$ cat src/rtl/mem_loader_pkg.sv
// Shared types and width constants for the operand-RAM loader and the read stage.
// Holds the loader state encoding and the bytes-per-word helper.
package mem_loader_pkg;

  typedef enum logic [1:0] {
    IDLE    = 2'd0,
    COLLECT = 2'd1,
    FINISH  = 2'd2
  } state_t;

  // Default operand word is 16 bits, i.e. two bytes.
  localparam int BYTES_PER_WORD = 2;

  function automatic int bytes_per_word(input int dbits);
    return dbits / 8;
  endfunction

endpackage

$ cat src/rtl/mem_loader_packer.sv
// Little-endian byte packer: assembles DBITS-wide words from a byte strobe.
// Completed word is registered; word_vld pulses the cycle after the last byte.
module mem_loader_packer
  import mem_loader_pkg::*;
#(
  parameter int DBITS = 16
) (
  input  logic             clk,
  input  logic             rst_n,
  input  logic             clear,
  input  logic             byte_vld,
  input  logic [7:0]       byte_dat,
  output logic             word_last,
  output logic             word_vld,
  output logic [DBITS-1:0] word_dat
);

  localparam int BPW = bytes_per_word(DBITS);
  localparam int CW  = (BPW > 1) ? $clog2(BPW) : 1;

  logic [CW-1:0]    byte_cnt;
  logic [DBITS-1:0] pack;
  logic [DBITS-1:0] pack_nxt;

  // The completing byte is merged combinationally so the written word includes it.
  always_comb begin
    pack_nxt = pack;
    pack_nxt[8*byte_cnt +: 8] = byte_dat;
    word_last = byte_vld && (byte_cnt == CW'(BPW - 1));
  end

  always_ff @(posedge clk or negedge rst_n) begin
    if (!rst_n) begin
      byte_cnt <= '0;
      pack     <= '0;
      word_vld <= 1'b0;
      word_dat <= '0;
    end else if (clear) begin
      byte_cnt <= '0;
      pack     <= '0;
      word_vld <= 1'b0;
    end else begin
      word_vld <= word_last;
      if (byte_vld) begin
        pack <= pack_nxt;
        if (word_last) begin
          byte_cnt <= '0;
          word_dat <= pack_nxt;
        end else begin
          byte_cnt <= byte_cnt + 1'b1;
        end
      end
    end
  end

endmodule

$ cat src/rtl/mem_loader.sv
// Loads NWORDS packed words from the UART byte stream into the operand RAM at BASE_ADDR.
// Reports done after the final write, or error when the inter-byte gap reaches TIMEOUT-1.
module mem_loader
  import mem_loader_pkg::*;
#(
  parameter int ABITS     = 8,
  parameter int DBITS     = 8 * BYTES_PER_WORD,
  parameter int NWORDS    = 16,
  parameter int BASE_ADDR = 0,
  parameter int TIMEOUT   = 100000
) (
  input  logic             clk,
  input  logic             rst_n,
  input  logic             start,
  input  logic             rx_valid,
  input  logic [7:0]       rx_data,
  output logic             rx_ready,
  output logic             wr_en,
  output logic [ABITS-1:0] wr_addr,
  output logic [DBITS-1:0] wr_data,
  output logic             busy,
  output logic             done,
  output logic             error
);

  localparam int TW = $clog2(TIMEOUT + 1);
  localparam int WW = ABITS + 1;

  state_t           state_q, state_d;
  logic [ABITS-1:0] addr_q;
  logic [WW-1:0]    word_cnt_q;
  logic [TW-1:0]    tmo_q;

  logic accept;
  logic word_last;
  logic last_word;
  logic timeout_hit;
  logic load_start;
  logic clear;
  logic done_d;
  logic error_d;

  assign accept      = (state_q == COLLECT) && rx_valid;
  assign load_start  = (state_q == IDLE) && start;
  // Fires on the idle cycle that brings tmo to TIMEOUT-1; a byte in that cycle wins.
  assign timeout_hit = (state_q == COLLECT) && !rx_valid && (tmo_q == TW'(TIMEOUT - 2));
  assign last_word   = word_last && (word_cnt_q == WW'(NWORDS - 1));
  assign clear       = load_start || timeout_hit;

  mem_loader_packer #(
    .DBITS(DBITS)
  ) u_packer (
    .clk      (clk),
    .rst_n    (rst_n),
    .clear    (clear),
    .byte_vld (accept),
    .byte_dat (rx_data),
    .word_last(word_last),
    .word_vld (wr_en),
    .word_dat (wr_data)
  );

  always_comb begin
    state_d = state_q;
    done_d  = 1'b0;
    error_d = 1'b0;
    case (state_q)
      IDLE: begin
        if (start) state_d = COLLECT;
      end
      COLLECT: begin
        if (timeout_hit) begin
          error_d = 1'b1;
          state_d = IDLE;
        end else if (last_word) begin
          state_d = FINISH;
        end
      end
      FINISH: begin
        // Final wr_en is on the wire this cycle; done follows with busy already low.
        done_d  = 1'b1;
        state_d = IDLE;
      end
      default: state_d = IDLE;
    endcase
  end

  always_ff @(posedge clk or negedge rst_n) begin
    if (!rst_n) begin
      state_q  <= IDLE;
      rx_ready <= 1'b0;
      busy     <= 1'b0;
      done     <= 1'b0;
      error    <= 1'b0;
    end else begin
      state_q  <= state_d;
      rx_ready <= (state_d == COLLECT);
      busy     <= (state_d != IDLE);
      done     <= done_d;
      error    <= error_d;
    end
  end

  always_ff @(posedge clk or negedge rst_n) begin
    if (!rst_n) begin
      addr_q     <= '0;
      word_cnt_q <= '0;
      tmo_q      <= '0;
      wr_addr    <= '0;
    end else if (load_start) begin
      addr_q     <= ABITS'(BASE_ADDR);
      word_cnt_q <= '0;
      tmo_q      <= '0;
    end else if (state_q == COLLECT) begin
      tmo_q <= rx_valid ? '0 : tmo_q + 1'b1;
      if (word_last) begin
        wr_addr    <= addr_q;
        addr_q     <= addr_q + 1'b1;
        word_cnt_q <= word_cnt_q + 1'b1;
      end
    end
  end

endmodule

$ cat config.mk
export PLATFORM = sky130hd
export DESIGN_NAME = mem_loader
export DESIGN_NICKNAME = d
export VERILOG_FILES = /design/src/rtl/mem_loader_pkg.sv /design/src/rtl/mem_loader_packer.sv /design/src/rtl/mem_loader.sv
export SDC_FILE = /design/constraint.sdc
export NUM_CORES = 1
export LEC_CHECK = 0
export BUFFER_PORTS_ARGS = -buffer_cell sky130_fd_sc_hd__buf_2
export CORE_ASPECT_RATIO = 1.1
export CORE_MARGIN = 5
export CORE_UTILIZATION = 40
export CTS_CLUSTER_SIZE = 24
export DETAILED_ROUTE_END_ITERATION = 8
export GPL_TIMING_DRIVEN = 0
export PLACE_DENSITY = 0.69
export REMOVE_ABC_BUFFERS = 1
export SYNTH_ARGS = -nofsm -noshare
export SYNTH_HDL_FRONTEND = slang
export SYNTH_HIERARCHICAL = 1
export SYNTH_SLANG_ARGS = --single-unit
$ cat constraint.sdc
create_clock -name clk -period 4.6 [get_ports clk]
set_clock_uncertainty 0.15 [all_clocks]
set_input_delay 1.38 -clock clk [delete_from_list [all_inputs] [get_ports clk]]
set_output_delay 1.38 -clock clk [all_outputs]
set_load 0.1 [all_outputs]
Yosys cells after proc, flatten, opt, wreduce, memory -nomap -nowiden --
Cells that the tools add are included. Widths: inputs -> output; s select.
Word-level totals: register bits after elaboration 82, input bits 12, word-level logic and storage cells 66
Cells by class: add/subtract/negate cells 5, eq/ne operators 5, shift-type cells 2, multiplexer cells 23, bitwise logic cells 2, reductions and logical operators 16
Operators with widths (count):
- $mux 17 | 3
- $neg 4->34 | 1
- $shift 8x34->16 const A | 1
- $shiftx 8x34->16 | 1
- $mux 16 | 2
- $mux 9 | 3
- $mux 8 | 3
- $add 17x1->17 const B | 1
- $eq 17x17->1 const B | 1
- $bwmux 16 | 1
- $add 9x1->9 const B | 1
- $eq 9x4->1 const B | 1
- $add 8x1->8 const B | 1
- $reduce_bool 2->1 | 4
- $mux 1 | 7
- $logic_and 1x1->1 | 6
- $mux 2 | 3
- $reduce_and 3->1 | 2
- $eq 2x1->1 const B | 2
- $pmux 2 s2 | 1
- $eq 2x2->1 const B | 1
- $logic_not 2->1 | 1
- $not 1->1 | 2
- $reduce_and 2->1 | 1
- other kinds (3) | 3

Depth between registers and ports, before layout --
Gate-level depths: netlist (run 1).
depth after elaboration 8, depth in mapped cells 10, depth with buffers taken out 8

By module --
Netlist (run 1), hierarchy kept.
By module, submodules not included:
- mem_loader | times used 1, cells an instance 258, area an instance 2416.1 um2
- mem_loader_packer | times used 1, cells an instance 80, area an instance 1072.3 um2

Worst setup path after synthesis (run 1) --
OpenSTA, ideal clock, no wires.
path type input to register, start in rx_valid, end reg u_packer.word_dat[10], library setup time 125 ps, arrival 3088 ps, required time 4325 ps, slack 1236 ps, cell stages on the path 9, path buffers 3, cells stage by stage nor3b_4 -> nand3_1 -> nor4_4 -> or2_2 -> buf_2 -> nand2b_4 -> buf_6 -> buf_6 -> mux2_4
Between the ends: word-level cells in the longest chain between the ends 6
Ends and longest elaborated chain:
- start, declared | RTL line mem_loader.sv:15 | input logic rx_valid,
- $logic_not 1->1 | RTL line mem_loader.sv:46 | assign timeout_hit = (state_q == COLLECT) && !rx_valid && (tmo_q == TW'(TIMEOUT - 2));
- $logic_and 1x1->1 (2 in a row) | RTL line mem_loader.sv:46
- $logic_or 1x1->1 | RTL line mem_loader.sv:48 | assign clear = load_start || timeout_hit;
- net clear | RTL line mem_loader.sv:39 | logic clear;
- $not 1->1 (no line)
- $reduce_and 3->1 (no line)
- end signal, assigned | RTL line mem_loader_packer.sv:48 | word_dat <= pack_nxt;
- end, declared | RTL line mem_loader_packer.sv:15 | output logic [DBITS-1:0] word_dat
The timed path passes the listed nets, and every way through them passes these cells. A chain may end at the register's enable or synchronous reset.

Worst setup path after layout (run 1) --
start in rx_valid, end reg u_packer.word_dat[6]
Same word-level chain as after synthesis.

==> impl_metrics.json, run 1 <==
{
  "drc": 0,
  "antenna_found_initial": 0,
  "yosysSeqAreaShare_pct": 53.08,
  "fin_crit_sh_pct": 79.55,
  "first_iter_violations": 171,
  "ios": 41,
  "post_cts_buffers": 0,
  "ys_ff_latch": 74,
  "power_leakage_nw": 1.903,
  "cts_num_sinks": 74,
  "worstPathRequired_ns": 4.69,
  "synth_ff_type": "dfrtp_1",
  "placementRows": 35,
  "slew_headroom_pct": 28.30,
  "synthTopCellsByArea": "dfrtp_1 (53%), nand2_1 (6.3%), mux2_4 (4.3%)",
  "synth_area_leader_cell": "dfrtp_1",
  "setup_tns_ns": 0,
  "synth-xor-area-share_pct": 1.255,
  "ys_async_sr_fraction_pct": 100.0,
  "numPortBuffers": 40,
  "drv_cap": 0,
  "dp_hpwl_um": 4681,
  "cellPowerDensity_nw_per_um2": 638.1,
  "synth_top_area_share_pct": 53.08,
  "antenna_cells": 0,
  "finalMaxSlewViolations": 0,
  "slowest_delay_ns": 0.54,
  "min_period_ns": 3.659,
  "syn_inst": 338,
  "dieArea_um2": 10690,
  "cpMaxStageDelayCell": "nor3b_4",
  "wire_per_inst_um": 14.08,
  "overflow": 0,
  "fillers": 777,
  "gr-usage-all-layers_pct": 13.54,
  "vias": 2537,
  "drive_gt1_share_pct": 22.46,
  "status": "completed",
  "grt_pass1_vias": 2573,
  "die_y_um": 107.9,
  "hold_viol": 0,
  "yosys_warnings": 6,
  "finalPower_mw": 2.525,
  "ctsResizeCount": 0,
  "cts.reportedPaths.clkPinSlew_ns": 0.08,
  "critPathBufInv": 2,
  "htreeDepth": 3,
  "synthAdderAreaFrac_pct": 1.435,
  "cts_tree": "done",
  "clockBufferDepth": 2,
  "grt_first_pass_wirelength_um": 11870,
  "grt_max_degree": 45,
  "finalWeightedCongestion": 0.8007,
  "wirelength_um": 6829,
  "synth_compound_area_share_pct": 12.45,
  "cts_root_buf": "clkbuf_8",
  "peakVddDrop_mv": 0.2124,
  "synth-simple-area-share_pct": 20.48,
  "cp_top_family": "simple AND/OR/NAND/NOR gates",
  "worstPathCellList": "buf_2, nor3b_4, nand3_1, nor4_4, or2_2, nand2b_4, inv_1, mux2_2",
  "syn2layout_area_growth_pct": 13.45,
  "initial_core_util_pct": 41.27,
  "synth_top_family_by_area": "simple AND/OR/NAND/NOR gates",
  "clkLatencyLatePin_ns": 0.35,
  "rsz0062_at_grt": "no",
  "worst_pin_slew_ns": 1.073,
  "holdBufCountCts": 0,
  "nNetsFinal": 385,
  "cts_inserted_buffers": 9,
  "yosysUniqueCellTypes": 59,
  "antenna_left": 0,
  "critical_path_class": "primary input to flop",
  "drtPass1Iterations": 4,
  "path_max_fanout": 16,
  "vias_per_cell": 5.231,
  "synth_area_per_cell_um2": 10.32,
  "synth_edf_count": 0,
  "arrival_ns": 3.75,
  "cp-end-kind": "flop",
  "netlist_area_um2": 3488,
  "final-setup-viol-count": 0,
  "synth.mux.area_fraction_pct": 6.815,
  "core_area_um2": 8452,
  "fmax_mhz": 273.3,
  "fp.dieW_um": 99.04,
  "hp-class": "flop to flop",
  "critPathLaunchType": "primary input"
}
worst min-delay path, delay by kind of cell (launching register included):
kind | cells | cell delay (ns)
AND/OR/NAND/NOR | 2 | 0.10
flip-flops | 1 | 0.34
synthesized netlist by cell type, types with 3 or more instances:
cell type,instances
a21oi_1,18
buf_6,3
nor2_1,11
nor3_1,5
nand4_1,5
and3_1,6
mux2_4,10
a22o_1,4
a31oi_1,3
nand2b_1,3
nor4_1,4
xnor2_1,4
and4_1,4
dfrtp_1,74
nand3_1,11
clkbuf_1,12
mux2_2,6
inv_1,10
nor3b_1,3
nand2_1,59
ha_1,4
o21ai_0,30
metal layers:
| layer | routed length, um | share of wire (%) | track usage, % | vias up |
|---|---|---|---|---|
| li1 | - | - | - | 1245 |
| met1 | 3181 | 47 | 16.55 | 1226 |
| met2 | 3181 | 47 | 22.41 | 55 |
| met3 | 327 | 4.8 | 2.839 | 11 |
| met4 | 138 | 2.0 | 7.317 | 0 |
| met5 | 0 | 0 | 0 | - |
stage by stage:
step	cells	setup WS, ns	hold WS (ns)	utilization, %	instance area [um2]
global route	485	0.7599	0.3390	46.82	3958
floorplan	317	1.121	0.2870	-	3378
CTS	485	0.9122	0.3273	46.82	3958
finish	485	0.9408	0.3236	46.82	3958
global placement	468	0.5454	0.3021	43.98	3717
detailed placement	469	0.5273	0.3071	44.25	3740
cell usage in the layout, fill, tap and decap left out, types with 3 or more instances in the layout:
cell	instances
a21oi_1	18
a22o_1	4
a31oi_1	3
and3_1	6
and4_1	4
buf_2	39
clkbuf_8	9
dfrtp_1	74
ha_1	4
inv_1	10
mux2_2	6
mux2_4	10
nand2_1	59
nand2b_1	3
nand3_1	11
nand4_1	5
nor2_1	11
nor3_1	5
nor3b_1	3
nor4_1	4
o21ai_0	30
xnor2_1	4
sequential cells by signal (all words and copies together), names as in the netlist:
| name | count |
|---|---|
| addr_q | 8 |
| state_q | 2 |
| busy | 1 |
| word_cnt_q | 9 |
| u_packer/pack | 8 |
| u_packer/byte_cnt | 1 |
| wr_addr | 8 |
| done | 1 |
| rx_ready | 1 |
| tmo_q | 17 |
| u_packer/word_vld | 1 |
| error | 1 |
| u_packer/word_dat | 16 |
layout make-up:
type,instances,area (um2),area share [%]
clock inverter,7,93.84,2.371
multi-input combinational,232,1480,37.40
inverter,11,46.29,1.170
timing repair buffer,41,222.7,5.628
clock buffer,9,123.9,3.130
tap,111,138.9,3.509
sequential,74,1852,46.79
power breakdown:
group | leakage, nW | total, mW | switching [mW] | internal (mW)
sequential | 0.964 | 0.891 | 0.0922 | 0.799
combinational | 0.833 | 1.08 | 0.860 | 0.221
clock | 0.105 | 0.553 | 0.249 | 0.304
worst paths after layout:
kind / slack (ns) / cells after the start / to / start
setup / recovery: 0.94 / 8 / u_packer/word_dat[6]$_DFFE_PN0P_ / rx_valid
hold / removal: 0.32 / 2 / wr_addr[7]$_DFFE_PN0P_ / wr_addr[7]$_DFFE_PN0P_
setup reg to reg: 1.46 / 7 / u_packer/word_dat[6]$_DFFE_PN0P_ / state_q[1]$_DFF_PN0_
hold reg to reg: 0.32 / 2 / wr_addr[7]$_DFFE_PN0P_ / wr_addr[7]$_DFFE_PN0P_
max in group asynchronous: 2.94 / 2 / tmo_q[8]$_DFFE_PN0P_ / rst_n
min in group asynchronous: 0.80 / 1 / wr_addr[6]$_DFFE_PN0P_ / rst_n
cell families after synthesis:
logic type | Yosys count
AO/OA/AOI/OAI | 72
multiplexers | 18
adder cells (fa/ha/maj) | 4
AND/OR/NAND/NOR | 133
XOR/XNOR | 5
flip-flops | 74
buffers and inverters | 32
No activity file was read; power rests on OpenSTA's default activity.
==> run 2, diff against run 1 <==
==> constraint.sdc (replaced) <==
create_clock -name clk -period 3.45 [get_ports clk]
set_clock_uncertainty 0.15 [all_clocks]
set_input_delay 1.035 -clock clk [delete_from_list [all_inputs] [get_ports clk]]
set_output_delay 1.035 -clock clk [all_outputs]
set_load 0.1 [all_outputs]
==> impl_metrics.json, run 2 (same netlist as run 1, synthesis figures left out) <==
{
  "fmax_mhz": 338.8,
  "wirelength_um": 6789,
  "die_y_um": 107.9,
  "drive_gt1_share_pct": 22.87,
  "min_period_ns": 2.952,
  "p_switching_mw": 1.605,
  "power_leakage_nw": 1.912,
  "layout_setup_ws_ns": 0.4983,
  "grt_max_degree": 45,
  "seq_area_um2": 1852,
  "grt_first_pass_wirelength_um": 11870,
  "cp-end-kind": "flop",
  "slew_headroom_pct": 26.90,
  "vias": 2538,
  "pwr-share-seq_pct": 35.2,
  "status": "completed",
  "hp-class": "flop to flop",
  "antenna_left": 0,
  "final-setup-viol-count": 0,
  "placementRows": 35,
  "drtPass1Iterations": 4,
  "worst_pin_slew_ns": 1.094,
  "numPortBuffers": 40,
  "nNetsFinal": 387,
  "place_inst": 469,
  "cts.reportedPaths.clkPinSlew_ns": 0.08,
  "p_comb_share_pct": 42.8,
  "largest_reg_flops": 17,
  "worstPathRequired_ns": 3.54,
  "antenna_cells": 0,
  "drv_cap": 0,
  "initial_core_util_pct": 41.27,
  "holdWs_ns": 0.3240,
  "rsz0062_at_grt": "no",
  "hold_viol": 0,
  "fin_util_pct": 47.00,
  "syn2layout_area_growth_pct": 13.88,
  "critical_path_class": "primary input to flop",
  "antenna_found_initial": 0,
  "vias_per_cell": 5.211,
  "dp_worst_setup_slack_ns": -0.2777,
  "clockPowerShare_pct": 22.0,
  "reg_top3": "tmo_q: 17 flops, u_packer/word_dat: 16 flops, word_cnt_q: 9 flops",
  "clkLatencyLatePin_ns": 0.35,
  "fp.dieW_um": 99.04,
  "clockBufferDepth": 2,
  "overflow": 0,
  "finalWeightedCongestion": 0.8007,
  "dieArea_um2": 10690,
  "ctsResizeCount": 0,
  "fillers": 777,
  "switching_share_pct": 47.58,
  "final_cells": 487,
  "wire_per_inst_um": 13.94,
  "first_iter_violations": 130,
  "arrival_ns": 3.04,
  "setup_tns_ns": 0,
  "drc": 0,
  "cts_num_sinks": 74,
  "final_cell_mix": "dfrtp_1 (74), nand2_1 (59), buf_2 (39), o21ai_0 (30), a21oi_1 (18)",
  "cts_root_buf": "clkbuf_8",
  "fin_crit_sh_pct": 85.56,
  "cts_inserted_buffers": 9,
  "htreeDepth": 3,
  "multi_input_area_um2": 1480,
  "finalMaxSlewViolations": 0,
  "core_area_um2": 8452,
  "grt_pass1_vias": 2573,
  "cellPowerDensity_nw_per_um2": 848.9,
  "dp_hpwl_um": 4681,
  "cts_tree": "done",
  "layout_commonest_cell": "dfrtp_1",
  "peakVddDrop_mv": 0.2832,
  "path_max_fanout": 16,
  "critPathLaunchType": "primary input",
  "ios": 41,
  "largest_register": "tmo_q",
  "p_int_mw": 1.768,
  "gr-usage-all-layers_pct": 13.54
}
run 2: power groups by stage:
stage	Sequential, mW	Clock [mW]	Combinational [mW]
floorplan	2.07	0	0.328
global placement	1.20	0	1.43
detailed placement	1.21	0	1.45
CTS	1.19	0.757	1.45
global route	1.22	0.788	1.51
finish	1.19	0.741	1.44
run 2: worst paths after layout:
| kind | startpoint | end | slack (ns) | cells after the start |
|---|---|---|---|---|
| setup / recovery | rx_valid | u_packer/word_dat[6]$_DFFE_PN0P_ | 0.50 | 8 |
| hold / removal | wr_addr[7]$_DFFE_PN0P_ | wr_addr[7]$_DFFE_PN0P_ | 0.32 | 2 |
| setup reg to reg | state_q[1]$_DFF_PN0_ | u_packer/word_dat[6]$_DFFE_PN0P_ | 0.65 | 7 |
| hold reg to reg | wr_addr[7]$_DFFE_PN0P_ | wr_addr[7]$_DFFE_PN0P_ | 0.32 | 2 |
| max in group asynchronous | rst_n | tmo_q[14]$_DFFE_PN0P_ | 2.13 | 2 |
| min in group asynchronous | rst_n | wr_addr[6]$_DFFE_PN0P_ | 0.46 | 1 |
run 2: per-layer routing:
layer	track usage (%)	vias up	wire, um
met2	22.41	52	3128
met1	16.55	1225	3197
met4	7.317	0	138
met3	2.839	11	325
met5	0	-	0
li1	-	1250	-
run 2: per-stage QoR:
stage	area, um2	total power [mW]
2_1_floorplan	3378	2.403
6_report	3973	3.372
3_5_place_dp	3740	2.658
5_1_grt	3973	3.516
3_3_place_gp	3717	2.628
4_1_cts	3958	3.400
run 2: worst max-delay path, cell delays in order:
cell	delay (ns)
buf_2	0.12
nor3b_4	0.26
nand3_1	0.17
nor4_4	0.43
or2_2	0.30
nand2b_4	0.33
inv_1	0.11
mux2_2	0.28
run 2: what timing repair did:
action / 4_1_cts / 5_1_grt
hold buffers: 0 / 0
setup endpoints to repair: 0 / 6
setup buffers: 0 / 2
run 2: area by class of cell:
cell class              count  share of cell area [%]
repair buffers             43                   5.984
flip-flops and latches     74                   46.61
clock buffers               9                   3.118
well taps                 111                   3.496
clock inverters             7                   2.362
inverters                  11                   1.165
multi-input cells         232                   37.26
